===== config.mk =====
export PLATFORM = sky130hd
export DESIGN_NAME = load_store_unit
export DESIGN_NICKNAME = d
export VERILOG_FILES = /design/src/rtl/riscv_pkg.sv /design/src/rtl/lsu_align.sv /design/src/rtl/load_store_unit.sv
export SDC_FILE = /design/constraint.sdc
export NUM_CORES = 1
export LEC_CHECK = 0
export CORE_ASPECT_RATIO = 1.2
export CORE_UTILIZATION = 30
export CTS_CLUSTER_SIZE = 20
export DETAILED_ROUTE_END_ITERATION = 10
export SLEW_MARGIN = 20
export SYNTH_ARGS = -nofsm -noshare
export SYNTH_HDL_FRONTEND = slang
export SYNTH_HIERARCHICAL = 1
export SYNTH_SLANG_ARGS = --single-unit

===== constraint.sdc =====
create_clock -name clk -period 2.4 [get_ports clk]
set_input_delay 0.48 -clock clk [delete_from_list [all_inputs] [get_ports clk]]
set_output_delay 0.48 -clock clk [all_outputs]
set_load 0.1 [all_outputs]

===== src/rtl/riscv_pkg.sv =====
// Shared RV32I definitions: datapath width, load/store funct3 encodings, LSU FSM states.
package riscv_pkg;

  localparam int unsigned LSU_WIDTH      = 32;
  localparam int unsigned LSU_BYTE_LANES = LSU_WIDTH / 8;

  localparam logic [2:0] F3_B  = 3'b000;
  localparam logic [2:0] F3_H  = 3'b001;
  localparam logic [2:0] F3_W  = 3'b010;
  localparam logic [2:0] F3_BU = 3'b100;
  localparam logic [2:0] F3_HU = 3'b101;

  typedef enum logic [1:0] {
    LSU_IDLE,
    LSU_REQ,
    LSU_WAIT,
    LSU_RESP
  } lsu_state_e;

endpackage


===== src/rtl/lsu_align.sv =====
// Byte-lane steering for the LSU: store byte enables and lane replication on the
// request side, load extraction and sign/zero extension on the response side.
module lsu_align
  import riscv_pkg::*;
(
  input  logic [1:0]                  st_off_i,
  input  logic [2:0]                  st_funct3_i,
  input  logic [LSU_WIDTH-1:0]        st_wdata_i,
  input  logic [1:0]                  ld_off_i,
  input  logic [2:0]                  ld_funct3_i,
  input  logic [LSU_WIDTH-1:0]        ld_raw_i,
  output logic [LSU_BYTE_LANES-1:0]   be_o,
  output logic [LSU_WIDTH-1:0]        st_data_o,
  output logic [LSU_WIDTH-1:0]        ld_data_o,
  output logic                        aligned_o
);

  logic [LSU_WIDTH-1:0] ld_sh;

  // Legal size with natural alignment; unused funct3 encodings are rejected here too.
  always_comb begin
    aligned_o = 1'b0;
    case (st_funct3_i)
      F3_B, F3_BU: aligned_o = 1'b1;
      F3_H, F3_HU: aligned_o = ~st_off_i[0];
      F3_W:        aligned_o = (st_off_i == 2'b00);
      default:     aligned_o = 1'b0;
    endcase
  end

  // Store side: byte enables and data replicated across every lane.
  always_comb begin
    case (st_funct3_i[1:0])
      2'b00: begin
        be_o      = 4'b0001 << st_off_i;
        st_data_o = {4{st_wdata_i[7:0]}};
      end
      2'b01: begin
        be_o      = 4'b0011 << st_off_i;
        st_data_o = {2{st_wdata_i[15:0]}};
      end
      default: begin
        be_o      = '1;
        st_data_o = st_wdata_i;
      end
    endcase
  end

  // Load side: shift the addressed lane down, then extend; funct3[2] selects unsigned.
  always_comb begin
    ld_sh = ld_raw_i >> {ld_off_i, 3'b000};
    case (ld_funct3_i[1:0])
      2'b00:   ld_data_o = {{24{ld_sh[7]  & ~ld_funct3_i[2]}}, ld_sh[7:0]};
      2'b01:   ld_data_o = {{16{ld_sh[15] & ~ld_funct3_i[2]}}, ld_sh[15:0]};
      default: ld_data_o = ld_sh;
    endcase
  end

endmodule


===== src/rtl/load_store_unit.sv =====
// RV32I load/store unit: turns the ALU effective address into a single data-memory
// transaction on a req/gnt/rvalid bus and stalls the core until it completes.
module load_store_unit
  import riscv_pkg::*;
#(
  parameter int unsigned WIDTH      = LSU_WIDTH,
  parameter int unsigned BYTE_LANES = LSU_BYTE_LANES
) (
  input  logic                  clk,
  input  logic                  reset_n,
  input  logic                  lsu_read,
  input  logic                  lsu_write,
  input  logic [2:0]            funct3,
  input  logic [WIDTH-1:0]      addr,
  input  logic [WIDTH-1:0]      wdata,
  output logic [WIDTH-1:0]      rdata,
  output logic                  done,
  output logic                  stall,
  output logic                  misaligned,
  output logic                  mem_req,
  output logic                  mem_we,
  output logic [WIDTH-1:0]      mem_addr,
  output logic [BYTE_LANES-1:0] mem_be,
  output logic [WIDTH-1:0]      mem_wdata,
  input  logic                  mem_gnt,
  input  logic                  mem_rvalid,
  input  logic [WIDTH-1:0]      mem_rdata
);

  lsu_state_e state_q, state_d;

  logic [1:0]            off_q;
  logic [2:0]            f3_q;
  logic                  mem_we_q;
  logic [WIDTH-1:0]      mem_addr_q;
  logic [BYTE_LANES-1:0] mem_be_q;
  logic [WIDTH-1:0]      mem_wdata_q;
  logic [WIDTH-1:0]      rdata_q;

  logic                  start;
  logic                  accept;
  logic                  capture;
  logic                  stall_c;
  logic                  misaligned_c;
  logic                  aligned;
  logic [BYTE_LANES-1:0] be;
  logic [WIDTH-1:0]      st_data;
  logic [WIDTH-1:0]      ld_data;

  assign start = lsu_read | lsu_write;

  // Request side works on the live execute inputs; response side on the latched access.
  lsu_align u_align (
    .st_off_i    (addr[1:0]),
    .st_funct3_i (funct3),
    .st_wdata_i  (wdata),
    .ld_off_i    (off_q),
    .ld_funct3_i (f3_q),
    .ld_raw_i    (mem_rdata),
    .be_o        (be),
    .st_data_o   (st_data),
    .ld_data_o   (ld_data),
    .aligned_o   (aligned)
  );

  // Next-state and handshake decode; a new access may start from IDLE or RESP.
  always_comb begin
    state_d      = state_q;
    accept       = 1'b0;
    capture      = 1'b0;
    stall_c      = 1'b0;
    misaligned_c = 1'b0;
    case (state_q)
      LSU_IDLE, LSU_RESP: begin
        state_d = LSU_IDLE;
        if (start) begin
          if (aligned) begin
            accept  = 1'b1;
            stall_c = 1'b1;
            state_d = LSU_REQ;
          end else begin
            misaligned_c = 1'b1;
          end
        end
      end
      LSU_REQ: begin
        stall_c = 1'b1;
        if (mem_gnt) state_d = mem_we_q ? LSU_RESP : LSU_WAIT;
      end
      LSU_WAIT: begin
        stall_c = 1'b1;
        if (mem_rvalid) begin
          capture = 1'b1;
          state_d = LSU_RESP;
        end
      end
      default: state_d = LSU_IDLE;
    endcase
  end

  // FSM state register; reset abandons any outstanding bus access.
  always_ff @(posedge clk or negedge reset_n) begin
    if (!reset_n) state_q <= LSU_IDLE;
    else          state_q <= state_d;
  end

  // Capture the accepted access; bus fields stay stable until the next accept.
  always_ff @(posedge clk or negedge reset_n) begin
    if (!reset_n) begin
      off_q       <= '0;
      f3_q        <= '0;
      mem_we_q    <= 1'b0;
      mem_addr_q  <= '0;
      mem_be_q    <= '0;
      mem_wdata_q <= '0;
    end else if (accept) begin
      off_q       <= addr[1:0];
      f3_q        <= funct3;
      mem_we_q    <= lsu_write & ~lsu_read;
      mem_addr_q  <= {addr[WIDTH-1:2], 2'b00};
      mem_be_q    <= be;
      mem_wdata_q <= st_data;
    end
  end

  // Load result register; holds until the next load completes.
  always_ff @(posedge clk or negedge reset_n) begin
    if (!reset_n)     rdata_q <= '0;
    else if (capture) rdata_q <= ld_data;
  end

  assign rdata      = rdata_q;
  assign done       = (state_q == LSU_RESP);
  assign stall      = stall_c;
  assign misaligned = misaligned_c;
  assign mem_req    = (state_q == LSU_REQ);
  assign mem_we     = mem_we_q;
  assign mem_addr   = mem_addr_q;
  assign mem_be     = mem_be_q;
  assign mem_wdata  = mem_wdata_q;

endmodule


[Yosys cells after proc, flatten, opt, wreduce, memory -nomap -nowiden]
Index checks and enable logic that the tools add are counted.
Cells by class
  eq/ne operators: 11
  multiply operators: 0
  reduce and logical (&&, ||, !) cells: 10
  magnitude comparators: 0
  div/mod/pow operators: 0
  $add $sub $neg: 0
  bitwise gates (word level): 7
  shift-type cells: 3
  multiplexer cells: 19
Operator list (number)
  $pmux W32 S2: 2
  $shr A32 B5 Y32: 1
  $mux W1: 11
  $logic_not A2 Y1: 4
  $pmux W4 S2: 1
  $reduce_or A2 Y1: 4
  $eq A2 B1 Y1 const B: 3
  $eq A3 B3 Y1 const B: 2
  $pmux W2 S3: 1
  $eq A2 B2 Y1 const B: 2
  $mux W2: 2
  $shl A1 B2 Y4 const A: 1
  $shl A2 B2 Y4 const A: 1
  $and A1 B1 Y1: 3
  $eq A3 B1 Y1 const B: 1
  $eq A3 B2 Y1 const B: 1
  $logic_not A3 Y1: 1
  $not A1 Y1: 3
  $pmux W1 S3: 1
  $ne A2 B1 Y1 const B: 1
  $ne A2 B2 Y1 const B: 1
  $pmux W1 S2: 1
  $reduce_and A2 Y1: 1
  $or A1 B1 Y1: 1
Storage, ports and cells
  memories: 0
  memory bits (read-only): 0
  register bits after elaboration: 106
  logic and storage cells: 58
  bits in writable memories: 0
  latch bits: 0
  bits of input ports: 105
  output and inout port bits: 105

[Logic depth before layout (Yosys ltp)]
  word-level depth: 6
  depth in mapped cells: 7
  gate-level depth less buffers: 5

[By module]
Netlist, hierarchy kept.
Modules (own cells, without submodules)
  load_store_unit: instances 1, sequential area each 2652.5 um^2, cells an instance 244, area each 4106.4 um^2
  lsu_align: instances 1, sequential area each 0.0 um^2, cells an instance 167, area each 1243.7 um^2

[Worst setup path after synthesis]
Ideal clock, no wire load.
  kind: input to output
  start point: in funct3[1]
  end point: out misaligned
  setup slack: -0.328 ns
  data required time: 1.920 ns
  stages: 4
  path buffers: 1
  data arrival time: 2.248 ns
  cells stage by stage: buf_2 o31ai_1 a21o_1 nor2_1
On the way
  longest elaborated chain between the ends: 6
  elaborated cells on any way between the ends: 11
  those cells by class: eq/ne (4); mux (4); reduce/logical (3)
RTL lines
  from (decl): line load_store_unit.sv:13  | input logic [2:0] funct3,
  $eq A3 B1 Y1 (tied with other cells): line lsu_align.sv:23  | case (st_funct3_i)
  $reduce_or A2 Y1: line lsu_align.sv:23
  $pmux W1 S3 (*): line lsu_align.sv:23
  net aligned: line load_store_unit.sv:45  | logic aligned;
  $mux W1 (*): line load_store_unit.sv:77  | if (aligned) begin
  $mux W1 (*): line load_store_unit.sv:76  | if (start) begin
  $mux W1 (*): line load_store_unit.sv:73  | case (state_q)
  to (decl): line load_store_unit.sv:19  | output logic misaligned,
The timed path passes the listed nets; every way through them passes the cells marked *.

[Worst setup path in the final report]
Same ends and word-level chain as after synthesis.

==> results.ini <==
[layout]
drive_above_1_share_pct=44.93
area_growth_pct=44.60
n_fill_cell=1660
layout_cells_excl_fill=841
area_taken_by_multi_input_logic_gates_sq_um=2445
num_antenna_cells=0
seq_area_sq_um=2653
finish.net_count=725

[worst_setup_path]
critical_path.n_buffers_inverters=3
critPathRequiredTime_ns=1.92
timing_worst_setup_path_type=in2out
timing.critical_path.arrival_ns=1.85
timing.critical_path.cells=clkdlybuf4s50_1 > o31ai_2 > a21o_1 > buf_4 > nor2_2 > buf_12
cp_slowest_cell=clkdlybuf4s50_1
critPathMaxFanout=4
worst_path_dominant_cell_family=buffers and inverters
worstSetupStartpointType=primary input
crit_path_max_incr_delay_ns=0.57
crit_path_end_kind=output pin

[floorplanning]
die_width_microns=123.9
initial_core_util_pct=30.56
count_of_pins_on_the_block_boundary=210
coreArea_sq_um=17510
num_rows=53
chipHeight_microns=148.3
design.die.area_sq_um=18370

[sta]
max-slew-margin-rel_pct=62.73
achievable-frequency_mhz=428.4
timing.final.max_slew_violations=0
final-hold-violation-count=0
finalClockSkew_ns=0.004908
report.final.setup_viol=0
period_minus_slack_ns=2.334
worst_pin_slew_ns=0.5570
timing.final.crit_share_pct=97.26

[global_route]
global_route_wire_length_before_repair_mm=22.38
total_overflow_reported_by_the_global_router=0
number_of_antenna_violations_at_the_first_check_in_global_routing=0
number_of_global_route_vias_before_repair=4271
grt_start_max_net_pins=39
groute.usage.overall_pct=15.90

[drt]
wirelength_mm=14.56
detail_route.first_pass.iterations=4
drt-vias-per-instance=4.798
drt_iter0_drc=175
number_of_nets_still_failing_antenna_checks_after_routing=0
route.vias.total=4035
drc_errors=0
drt-wirelength-per-cell_microns=17.31

[yosys]
yosysWarnings=6
synth-edff-count=0
yosys.cell_count.top_type=mux2_2
synth.top_cells.by_count=115 x mux2_2, 106 x dfrtp_1, 25 x mux2i_1
yosysUniqueCellTypes=33
seq_total_area_yosys_pct=49.58
ys.flop_type=dfrtp_1
avgSynthCellArea_sq_um=13.02
synth_cells=411
async_sr_flop_fraction_pct=100.0
post_synth_main_area_contributors=dfrtp_1 50%, mux2_2 24%, mux2i_1 4.7%
synth_top_cell_area_share_pct=49.58
synth_top_area_cell=dfrtp_1
synth-seq-cells=106
synthesis.area_sq_um=5350

[clocking]
clkLatencyLatePin_ns=0.34
cts_num_sinks=106
clock_slew_at_reported_path_ffs_ns=0.07
clock_path_buffers=2
cts-hold-fix-buffers=0
clockRootBuffer=clkbuf_16
htreeDepth=3
cts_tree=yes
cts_made_buffers=9

[placed_design]
placed_cells=825
place.port_buffers=207
gp_routability_congestion=0.8068
hpwl_mm=10.93

[outcome]
status=complete, no violations

[flow_run]
maxCapViolations=0

[min_path]
worst_min_delay_path_category=in2async

layout by cell type, fill, tap and decap left out, drive strengths merged, types with 4 or more instances in the layout:
cell,instances
buf,124
mux2,123
dfrtp,106
clkdlybuf4s50,103
mux2i,25
a21oi,24
o21ai,13
nand2,13
nor2b,10
clkbuf,10
o22ai,9
or2,9
a211oi,8
o2bb2ai,8
nor2,8
inv,6
ha,4
metal layers:
metal / share of wire, % / vias up / global-route usage [%]
met2: 51 / 145 / 27.78
met4: 1.3 / 0 / 4.762
met1: 39 / 2005 / 18.46
li1: - / 1873 / -
met5: 0 / - / 0
met3: 7.9 / 12 / 4.831
state kept, by name (all words and copies together), names as in the netlist:
register,flops
f3_q,3
mem_addr,30
mem_be,4
mem_wdata,32
mem_we,1
off_q,2
rdata,32
state_q,2
layout make-up:
class	count	share of cell area [%]
inverter	5	0.2426
tap	220	3.558
sequential	106	34.29
clock inverter	6	0.8572
clock buffer	10	2.960
multi-input combinational	267	31.60
timing repair buffer	227	26.49
final timing paths:
check / slack (ns) / startpoint / cells after the start / to
setup / recovery: 0.07 / funct3[1] / 6 / misaligned
hold / removal: 0.10 / reset_n / 1 / mem_be[3]
setup reg to reg: 0.56 / state_q[0] / 5 / mem_addr[25]
hold reg to reg: 0.51 / mem_addr[27] / 1 / mem_addr[27]
max in group asynchronous: 1.68 / reset_n / 2 / rdata[2]
min in group clk: 0.51 / mem_addr[27] / 1 / mem_addr[27]
timing repair:
action / CTS / global route
endpoints found under the setup margin: 0 / 1
gates resized for setup: 0 / 1
buffers inserted: 0 / 0
kinds of logic (layout without fill, tap and decap cells):
group,Yosys count,in the layout,synth area share [%]
and+or+nand+nor,43,43,4.303
xor gates and xnor gates,1,1,0.1637
AOI/OAI and AO/OA,69,69,8.887
other,1,2,0.07009
adders and majority gates,4,4,0.9355
DFF,106,106,49.58
muxes,148,148,31.13
buffers and inverters,39,248,4.934
metrics by stage:
stage / util, % / setup TNS [ns] / hold WS (ns) / cell area [sq um] / worst slack (ns)
final: 44.19 / 0 / 0.1042 / 7736 / 0.06583
after CTS: 44.16 / 0 / 0.09994 / 7731 / 0.02457
after global placement: 42.47 / 0 / 0.4760 / 7436 / 0.02941
after floorplan: - / 0 / 0.1844 / 5356 / 0.1270
after global routing: 44.19 / -0.02064 / 0.1214 / 7736 / -0.02064
after detailed placement: 42.47 / -0.2012 / 0.4831 / 7436 / -0.02437
Power is left out: the tool's default activity adds up to more than one toggle a clock period on the data nets, which glitch-free logic cannot reach.
